===== src/rtl/gpio_ctrl.sv =====
// rtl/gpio_ctrl.sv - GPIO block with OUT/DIR/IN registers, pad synchronizer and optional edge interrupts
// Optional interrupt logic (addresses 5-7, edge detect, irq) is built only when GPIO_CTRL_IRQ_EN is defined.
module gpio_ctrl #(
   parameter int WIDTH       = 32,
   parameter int SYNC_STAGES = 2
) (
   input  logic             clk,
   input  logic             resetn,
   input  logic             wr_en,
   input  logic             rd_en,
   input  logic [2:0]       addr,
   input  logic [31:0]      wdata,
   output logic [31:0]      rdata,
   input  logic [WIDTH-1:0] gpio_in,
   output logic [WIDTH-1:0] gpio_out,
   output logic [WIDTH-1:0] gpio_oe,
   output logic             irq
);

   localparam logic [2:0] A_OUT  = 3'd0;
   localparam logic [2:0] A_DIR  = 3'd1;
   localparam logic [2:0] A_IN   = 3'd2;
   localparam logic [2:0] A_SET  = 3'd3;
   localparam logic [2:0] A_CLR  = 3'd4;
   localparam logic [2:0] A_MASK = 3'd5;
   localparam logic [2:0] A_STAT = 3'd6;
   localparam logic [2:0] A_EDGE = 3'd7;

   logic [WIDTH-1:0] out_q, out_d;
   logic [WIDTH-1:0] dir_q, dir_d;
   logic [31:0]      rdata_q, rdata_d;
   logic [WIDTH-1:0] sync_q [SYNC_STAGES];
   logic [WIDTH-1:0] sync_d [SYNC_STAGES];
   logic [WIDTH-1:0] wval;
   logic [WIDTH-1:0] in_val;

   assign wval   = wdata[WIDTH-1:0];
   assign in_val = sync_q[SYNC_STAGES-1];

`ifdef GPIO_CTRL_IRQ_EN
   localparam logic [2:0] ARM_DONE = 3'(SYNC_STAGES + 1);

   logic [WIDTH-1:0] mask_q, mask_d;
   logic [WIDTH-1:0] stat_q, stat_d;
   logic [WIDTH-1:0] edge_q, edge_d;
   logic [WIDTH-1:0] dly_q, dly_d;
   logic [2:0]       arm_q, arm_d;
   logic             irq_q, irq_d;
   logic [WIDTH-1:0] hit;

   // Edges are ignored until the synchronizer has flushed its reset zeros.
   always_comb begin
      mask_d = mask_q;
      edge_d = edge_q;
      dly_d  = in_val;
      arm_d  = (arm_q == ARM_DONE) ? arm_q : arm_q + 3'd1;
      hit    = (in_val & ~dly_q & edge_q) | (~in_val & dly_q & ~edge_q);
      if (arm_q != ARM_DONE) hit = '0;
      stat_d = stat_q;
      if (wr_en && addr == A_STAT) stat_d = stat_q & ~wval;
      stat_d = stat_d | hit;
      if (wr_en && addr == A_MASK) mask_d = wval;
      if (wr_en && addr == A_EDGE) edge_d = wval;
      irq_d  = |(stat_q & mask_q);
   end

   always_ff @(posedge clk or negedge resetn) begin
      if (!resetn) begin
         mask_q <= '0;
         stat_q <= '0;
         edge_q <= '0;
         dly_q  <= '0;
         arm_q  <= '0;
         irq_q  <= 1'b0;
      end else begin
         mask_q <= mask_d;
         stat_q <= stat_d;
         edge_q <= edge_d;
         dly_q  <= dly_d;
         arm_q  <= arm_d;
         irq_q  <= irq_d;
      end
   end

   assign irq = irq_q;
`else
   assign irq = 1'b0;
`endif

   always_comb begin
      sync_d[0] = gpio_in;
      for (int i = 1; i < SYNC_STAGES; i++) sync_d[i] = sync_q[i-1];
      out_d = out_q;
      dir_d = dir_q;
      if (wr_en) begin
         case (addr)
            A_OUT:   out_d = wval;
            A_DIR:   dir_d = wval;
            A_SET:   out_d = out_q | wval;
            A_CLR:   out_d = out_q & ~wval;
            default: ;
         endcase
      end
      // Reads sample pre-write state so a same-cycle write is not visible.
      rdata_d = rdata_q;
      if (rd_en) begin
         case (addr)
            A_OUT:   rdata_d = 32'(out_q);
            A_DIR:   rdata_d = 32'(dir_q);
            A_IN:    rdata_d = 32'(in_val);
`ifdef GPIO_CTRL_IRQ_EN
            A_MASK:  rdata_d = 32'(mask_q);
            A_STAT:  rdata_d = 32'(stat_q);
            A_EDGE:  rdata_d = 32'(edge_q);
`endif
            default: rdata_d = 32'd0;
         endcase
      end
   end

   always_ff @(posedge clk or negedge resetn) begin
      if (!resetn) begin
         out_q   <= '0;
         dir_q   <= '0;
         rdata_q <= '0;
         for (int i = 0; i < SYNC_STAGES; i++) sync_q[i] <= '0;
      end else begin
         out_q   <= out_d;
         dir_q   <= dir_d;
         rdata_q <= rdata_d;
         for (int i = 0; i < SYNC_STAGES; i++) sync_q[i] <= sync_d[i];
      end
   end

   assign gpio_out = out_q;
   assign gpio_oe  = dir_q;
   assign rdata    = rdata_q;

endmodule


===== config.mk =====
export PLATFORM = sky130hd
export DESIGN_NAME = gpio_ctrl
export DESIGN_NICKNAME = d
export VERILOG_FILES = /design/src/rtl/gpio_ctrl.sv
export SDC_FILE = /design/constraint.sdc
export NUM_CORES = 1
export LEC_CHECK = 0
export CAP_MARGIN = 30
export CORE_MARGIN = 4
export CORE_UTILIZATION = 53
export DETAILED_ROUTE_END_ITERATION = 10
export PLACE_DENSITY_LB_ADDON = 0.05
export SETUP_SLACK_MARGIN = 0.02
export SLEW_MARGIN = 20
export SYNTH_ARGS = -nofsm -noshare
export SYNTH_HDL_FRONTEND = slang
export SYNTH_SLANG_ARGS = --single-unit

===== constraint.sdc =====
create_clock -name clk -period 2.4 [get_ports clk]
set_input_delay 0.24 -clock clk [delete_from_list [all_inputs] [get_ports clk]]
set_output_delay 0.24 -clock clk [all_outputs]
set_load 0.1 [all_outputs]

==> flow_summary.ini, run 1 <==
[clocking]
clkTransAtPathRegs_ns = 0.06
cts_tree = yes
cts.sinks = 160
clk_latency_ns = 0.42
cts_buffers = 17
clock-root-buffer = clkbuf_16
clk_path_buf_depth = 2
htreeDepth = 4

[final_layout]
num-nets-final = 799
syn2layout_area_growth_pct = 32.9
num_antenna_cells = 0
finalNonFillerCells = 911
utilization_pct = 71.7
drive_above_1_share_pct = 29.4

[yosys]
netlist_top_cells_area = dfrtp_1 59%, mux2_4 6.6%, mux2_2 5.6%
synth_area_per_cell_sq_um = 12.1
synth_flop_cell = dfrtp_1
ys_types = 22
synth_largest_area_cell = dfrtp_1
ys_seq_area_share_pct = 58.8
synthArstFlopShare_pct = 100
synth_seq_cells = 160
synth.area.mux_share_pct = 12.2
synth_top_family_by_area = compound AO/OA/AOI/OAI gates
yosys.area_share.simple_pct = 9.71
synth_area_sq_um = 6800
synth_compound_area_share_pct = 13.5
syn_inst = 562
ys_warn_count = 0
synth.top_cell.area_share_pct = 58.8
yosys-top-cells-count = 160 x dfrtp_1, 64 x a21oi_1, 34 x mux2_2
synth_most_common_cell = dfrtp_1
synth_fa_ha_area_share_pct = 0
synth_edf_count = 0
synth_xor_area_share_pct = 0
synth_nets = 633

[sta]
fin_worst_skew_ns = 0.00633
tns_ns = 0
fmax_mhz = 637
setup_ws_ns = 0.831
worstMarginPinSlew_ns = 0.565
final_hold_viol_count = 0
fin_crit_sh_pct = 65.4
period_minus_slack_ns = 1.57
drv_slew = 0
maxSlewHeadroom_pct = 62.3
rsz0062_at_grt = no
setup_viol = 0

[placed_design]
dp_hpwl_microns = 11900
portBuffers = 166
placed_cells = 880
gp_congestion = 0.810
post-place-ws_ns = 0.411

[routing]
dr_wl_met2_microns = 8760
drt-total-wl_microns = 17700
drc = 0
drt_iter0_markers = 301
viasPerCell = 5.51
met3_length_microns = 955
post_drt_wl_per_cell_microns = 19.4
ant_nets = 0
routed.top_layer = met4
routedLengthMet1_microns = 7500
drt_pre_antenna_iters = 4
vias = 5023

[grt]
antenna_found_initial = 0
grt_pass1_wl_microns = 27600
grt_overflow = 0
grt_pass1_vias = 5139
grt_max_degree = 59
track_usage_pct = 24.6

[worst_setup_path]
crit_path_start = wr_en
r2r-start = gpio_out[9]
rr_endpoint = rdata[9]
end_kind = flop
path_max_fanout = 24
rrSetupSlack_ns = 1.26
cp_data_arrival_time_ns = 1.87
cp-start-kind = input pin
reg2regPathDepth = 3
required_ns = 2.70
worstSetupPathType = in -> reg

[floorplan]
initial_utilization_pct = 53.9
pin_count = 168
fp.dieW_microns = 121
die_y_microns = 121
num_rows = 41
coreArea_sq_um = 12600
dieArea_sq_um = 14700

[power_and_ir_drop]
ir_drop_mv = 0.709
powerDensity_nw_per_um2 = 1000
total_power_mw = 9.07
p_leak_nw = 4.01

[flow_run]
max_cap_viol_count = 0

[worst_hold_path]
hold_start = gpio_in[12]
hold-path-cell-count = 1
hp-class = in -> reg
hold_end = sync_d[12]

[outcome]
outcome = finished clean
[routing by layer]
metal	track usage, %	up-vias
li1	-	2302
met1	32.4	2506
met2	40.0	183
met3	5.22	32
met4	9.87	0
met5	0	-
[power breakdown]
part	leakage, nW	switching (mW)	total (mW)	internal [mW]
sequential	1.88	0.225	3.21	2.98
clock	0.299	1.07	2.83	1.77
combinational	1.83	2.23	3.03	0.795
total	4.01	3.53	9.07	5.54
[area by class of cell]
cell class / count / area, sq um
flip-flops and latches: 160 / 4000
clock buffers: 18 / 439
repair buffers: 189 / 1640
clock inverters: 12 / 184
inverters: 33 / 124
fillers: 895 / 3580
well taps: 172 / 215
multi-input cells: 327 / 2430
[state kept, by name, indices dropped and copies added (netlist names)]
name and flops:
gpio_oe 32, in_val 32, gpio_out 32, rdata 32, sync_d 32
[worst max-delay path: stages]
cell and delay, ns:
clkdlybuf4s50_1 0.58, nor4bb_4 0.41, buf_12 0.27, mux2_2 0.36
[layout by cell type, fill, tap and decap left out, types with 2 or more instances in the layout]
cell,count
dfrtp_1,160
o211ai_1,32
nor2b_1,32
clkinv_4,3
o22ai_1,32
bufinv_16,4
clkinvlp_4,2
buf_12,4
inv_1,32
inv_6,2
buf_4,114
a21oi_1,64
clkbuf_16,17
mux2_4,30
nand2_1,33
and3b_1,33
clkdlybuf4s50_1,68
mux2_2,34
o21ai_0,32
[what timing repair did]
action                                 4_1_cts  5_1_grt
hold buffers                                 1        0
endpoints found under the hold margin       54        0
buffers inserted                             0        0
gates resized for setup                      0        0
[worst max path at each step]
stage                         endpoint  slack [ns]  cells after the start
after global placement     gpio_oe[31]        0.48                      4
after detailed placement   gpio_out[1]        0.41                      6
after global routing      gpio_out[11]        0.74                      6
after floorplan              rdata[21]        0.91                      3
final                       gpio_oe[0]        0.83                      4
after CTS                 gpio_out[31]        0.83                      6
[through the flow]
stage / area (sq um) / hold slack, ns
2_1_floorplan: 6800 / -0.0556
3_3_place_gp: 8410 / 0.251
3_5_place_dp: 8410 / 0.255
4_1_cts: 9040 / 0.242
5_1_grt: 9040 / 0.237
6_report: 9040 / 0.259
[logic make-up after synthesis]
family	after synthesis
multiplexers	64
other	1
AO/OA/AOI/OAI	160
AND/OR/NAND/NOR	102
buffers and inverters	75
flip-flops	160
(Power assumes the default switching activity.)
==> run 2: changes to the inputs <==
Settings changed: CORE_UTILIZATION 53 to 49.
Clock period 2.4 ns to 1.61 ns, I/O delays scaled along.
==> run 2 against run 1 <==
Against the previous run: sequential cell count stayed put; highest routed layer unchanged; non-clock buffer count is 6 higher; global-route usage is 0.84 points lower.
==> flow_summary.ini, run 2 (same netlist as run 1, synthesis figures left out) <==
[placed_design]
place_area_sq_um = 9710
dp_hpwl_microns = 13000
placed_cells = 890
portBuffers = 166
gp_congestion = 0.813
post-place-ws_ns = -0.254

[worst_setup_path]
reg2regPathDepth = 3
required_ns = 1.91
worstSetupPathType = in -> reg
path_max_fanout = 20
cp_cell_sequence = clkdlybuf4s50_1 > nor4bb_4 > buf_12 > mux2_4
cp_data_arrival_time_ns = 1.73
cp.depth = 4
end_kind = flop
r2r-start = gpio_out[25]
cp-start-kind = input pin
crit_slowest_cell = clkdlybuf4s50_1
crit_path_start = wr_en
worst-path-buf-inv = 2
cpPeakStageDelay_ns = 0.53
critPathTopFamily = buffers and inverters

[clocking]
cts_buffers = 17
clk_path_buf_depth = 2
clkTransAtPathRegs_ns = 0.06
htreeDepth = 4
cts_tree = yes
clock-root-buffer = clkbuf_16
postCtsSetupRepairBufs = 0
cts.sinks = 160
clk_latency_ns = 0.42
cts_resized = 0

[power_and_ir_drop]
p_sw_share_pct = 38.3
pwr-share-clk_pct = 28.3
p_leak_nw = 4.47
seqPwrFrac_pct = 34.3
power.switching_mw = 5.56
combPwrFrac_pct = 37.4
powerDensity_nw_per_um2 = 1400
ir_drop_mv = 0.928
p_int_mw = 8.95

[floorplan]
dieArea_sq_um = 15800
num_rows = 42
die_y_microns = 126
coreArea_sq_um = 13400
fp.dieW_microns = 126
initial_utilization_pct = 50.8
pin_count = 168

[sta]
fin_worst_skew_ns = 0.00461
rsz0062_at_grt = no
final_hold_viol_count = 0
setup_ws_ns = 0.177
period_minus_slack_ns = 1.43
setup_viol = 0
drv_slew = 0
timing.hold.ws_ns = 0.173
fin_crit_sh_pct = 89.0
fmax_mhz = 698

[grt]
grt_pass1_vias = 5472
grt_pass1_wl_microns = 29600
antenna_found_initial = 1
grt_max_degree = 44
track_usage_pct = 23.8
grt_overflow = 0

[flow_run]
max_cap_viol_count = 0

[worst_hold_path]
hold_start = gpio_in[28]
hold-path-cell-count = 1
hp-class = in -> reg

[final_layout]
drive_above_1_share_pct = 30.1
final_common_cell = dfrtp_1
finalNonFillerCells = 924
fin_area_sq_um = 10300
layout_common_cells = 160 x dfrtp_1, 104 x buf_12, 68 x clkdlybuf4s50_1
num-nets-final = 805
syn2layout_area_growth_pct = 51.9

[routing]
post_drt_wl_per_cell_microns = 20.0
viasPerCell = 5.54
drt_pre_antenna_iters = 5
drt_iter0_markers = 524
vias = 5116
drc = 0
drt-total-wl_microns = 18500
ant_nets = 0

[outcome]
outcome = finished clean
[run 2: final timing paths]
check	endpoint	slack [ns]
setup / recovery	gpio_oe[15]	0.18
hold / removal	sync_d[28]	0.17
setup reg to reg	rdata[25]	0.41
hold reg to reg	in_val[15]	0.35
max in group asynchronous	gpio_oe[22]	0.85
min in group asynchronous	gpio_oe[9]	0.21
[run 2: layout make-up]
cell class / count / area [sq um]
flip-flops and latches: 160 / 4000
fillers: 851 / 3070
repair buffers: 195 / 2940
multi-input cells: 327 / 2430
clock buffers: 20 / 467
well taps: 176 / 220
clock inverters: 12 / 145
inverters: 33 / 124
diodes: 1 / 2.50
[run 2: power by group through the flow]
stage	sequential [mW]	clock, mW	combinational, mW
floorplan	7.27	0	0.891
global placement	5.02	0	5.36
detailed placement	5.04	0	5.44
CTS	4.98	4.15	5.45
global route	5.03	4.36	5.59
finish	4.98	4.10	5.43
[run 2: stage by stage]
step	utilization, %	TNS, ns	power, mW
final	77.1	0	14.5
after global routing	77.1	0	15.0
after CTS	77.1	0	14.6
after detailed placement	72.5	-14.30	10.5
after global placement	72.5	-10.15	10.4
after floorplan	-	0	8.16
[run 2: what timing repair did]
item | 4_1_cts | 5_1_grt
hold buffers | 1 | 0
setup endpoints to repair | 0 | 0
endpoints found under the hold margin | 91 | 0
[run 2: per-layer routing]
layer  GRT usage (%)  vias up  share of wire, %
met1            30.8     2523                41
met4            10.2        0               3.0
met2            38.6      232                49
met5               0        -                 0
li1                -     2325                 -
met3            5.59       36               6.6
==> run 3: changes to the inputs <==
Settings changed: CORE_UTILIZATION 49 to 25, SLEW_MARGIN 20 to 5.
==> run 3 against run 2 <==
Against the previous run: setup slack better by 0.027 ns; routed wire length is 13% higher; largest cell class unchanged; register-to-register slack improved by 0.07 ns; die area rose by 89%; first-iteration DRC count shrank 43%; highest routed layer is now met5; design area grew 2.7%.
==> flow_summary.ini, run 3 (same netlist as run 1, synthesis figures left out) <==
[floorplan]
pin_count = 168
dieArea_sq_um = 29900
num_rows = 60
coreArea_sq_um = 26900
fp.dieW_microns = 173
initial_utilization_pct = 25.3
die_y_microns = 173

[worst_setup_path]
r2r-start = gpio_out[22]
crit_slowest_cell = clkdlybuf4s50_1
reg2regPathDepth = 3
cp_cell_sequence = clkdlybuf4s50_1 > nor4bb_4 > buf_4 > buf_12 > mux2_4
end_kind = flop
path_max_fanout = 10
cp-start-kind = input pin
rrSetupSlack_ns = 0.48
required_ns = 1.91
rr_endpoint = rdata[22]
worstSetupPathType = in -> reg
cp_data_arrival_time_ns = 1.71
cpPeakStageDelay_ns = 0.53

[placed_design]
place_area_sq_um = 10000
dp_hpwl_microns = 15100
portBuffers = 166
gp_congestion = 0.819
placed_cells = 1061
post-place-ws_ns = -0.246

[clocking]
cts_resized = 0
clk_path_buf_depth = 2
cts.sinks = 160
htreeDepth = 4
cts_tree = yes
clock-root-buffer = clkbuf_16
clkTransAtPathRegs_ns = 0.07
cts_buffers = 17
clk_latency_ns = 0.43

[final_layout]
syn2layout_area_growth_pct = 56.0
finalNonFillerCells = 1094
fin_area_sq_um = 10600
final_common_cell = dfrtp_1
layout_common_cells = 160 x dfrtp_1, 107 x buf_12, 68 x clkdlybuf4s50_1
num-nets-final = 811
num_antenna_cells = 0
fillers = 2538
drive_above_1_share_pct = 30.7

[routing]
ant_nets = 0
drt_iter0_markers = 298
drt-total-wl_microns = 20900
post_drt_wl_per_cell_microns = 19.1
drt_pre_antenna_iters = 5
drc = 0
vias = 4958
viasPerCell = 4.53

[sta]
final_hold_viol_count = 0
tns_ns = 0
rsz0062_at_grt = no
fin_crit_sh_pct = 87.3
period_minus_slack_ns = 1.41
timing.hold.ws_ns = 0.161
setup_viol = 0
drv_slew = 0
fin_worst_skew_ns = 0.0172
setup_ws_ns = 0.205
fmax_mhz = 712

[worst_hold_path]
hp-class = in -> reg
hold-path-cell-count = 1
hold_end = sync_d[30]
hold_start = gpio_in[30]

[power_and_ir_drop]
powerDensity_nw_per_um2 = 1360
ir_drop_mv = 0.541
p_leak_nw = 4.52

[grt]
grt_max_degree = 48
track_usage_pct = 14.1
grt_pass1_wl_microns = 32600
grt_pass1_vias = 5407
antenna_found_initial = 1
grt_overflow = 0

[flow_run]
max_cap_viol_count = 0

[outcome]
outcome = finished clean
==> run 3: cell count changes in the layout (fill, tap and decap cells not counted), sizes merged <==
| cell | change |
|---|---|
| clkbuf | -2 |
| inv | +1 |
| diode | -1 |
| clkinvlp | -3 |
| buf | +6 |
| bufinv | -2 |
| clkinv | +6 |
==> run 3: stage by stage <==
stage	power, mW	util (%)
floorplan	8.16	-
global placement	10.5	37.2
detailed placement	10.6	37.2
CTS	14.7	39.5
global route	15.0	39.5
finish	14.5	39.5
==> run 3: timing repair <==
item | in CTS | in global routing
hold buffers | 1 | 0
endpoints found under the hold margin | 39 | 0
setup buffers | 0 | 0
==> run 3: final cells by class <==
| type | count | area, sq um | area share [%] |
|---|---|---|---|
| repair buffers | 201 | 3020 | 28.5 |
| flip-flops and latches | 160 | 4000 | 37.7 |
| multi-input cells | 327 | 2430 | 22.9 |
| inverters | 33 | 124 | 1.17 |
| clock inverters | 14 | 166 | 1.57 |
| well taps | 341 | 427 | 4.02 |
| clock buffers | 18 | 439 | 4.14 |
==> run 3: worst max path at each step <==
stage / slack (ns) / endpoint / startpoint / cells after the start
after floorplan: 0.12 / rdata[21] / gpio_out[21] / 3
after global placement: -0.22 / gpio_oe[31] / addr[1] / 5
after detailed placement: -0.25 / gpio_oe[31] / addr[2] / 4
after CTS: 0.22 / gpio_oe[31] / addr[2] / 4
after global routing: 0.12 / gpio_out[31] / addr[2] / 6
final: 0.20 / gpio_oe[16] / addr[2] / 5
==> run 3: critical path, delay by kind of cell <==
family                 cells  cell delay [ns]
buffers and inverters      3             0.88
and+or+nand+nor            1             0.35
muxes                      1             0.30
==> run 3: report_power, final <==
group | total (mW) | switching (mW) | internal, mW | leakage [nW]
sequential | 4.98 | 0.546 | 4.44 | 1.88
combinational | 5.45 | 3.37 | 2.09 | 2.34
clock | 4.03 | 1.90 | 2.13 | 0.291
==> run 3: layer usage <==
metal	track usage, %	vias to the layer above	wire length (microns)
li1	-	2334	-
met1	18.9	2475	9620
met2	22.1	134	9930
met3	4.20	13	1130
met4	4.36	2	244
met5	0	-	8
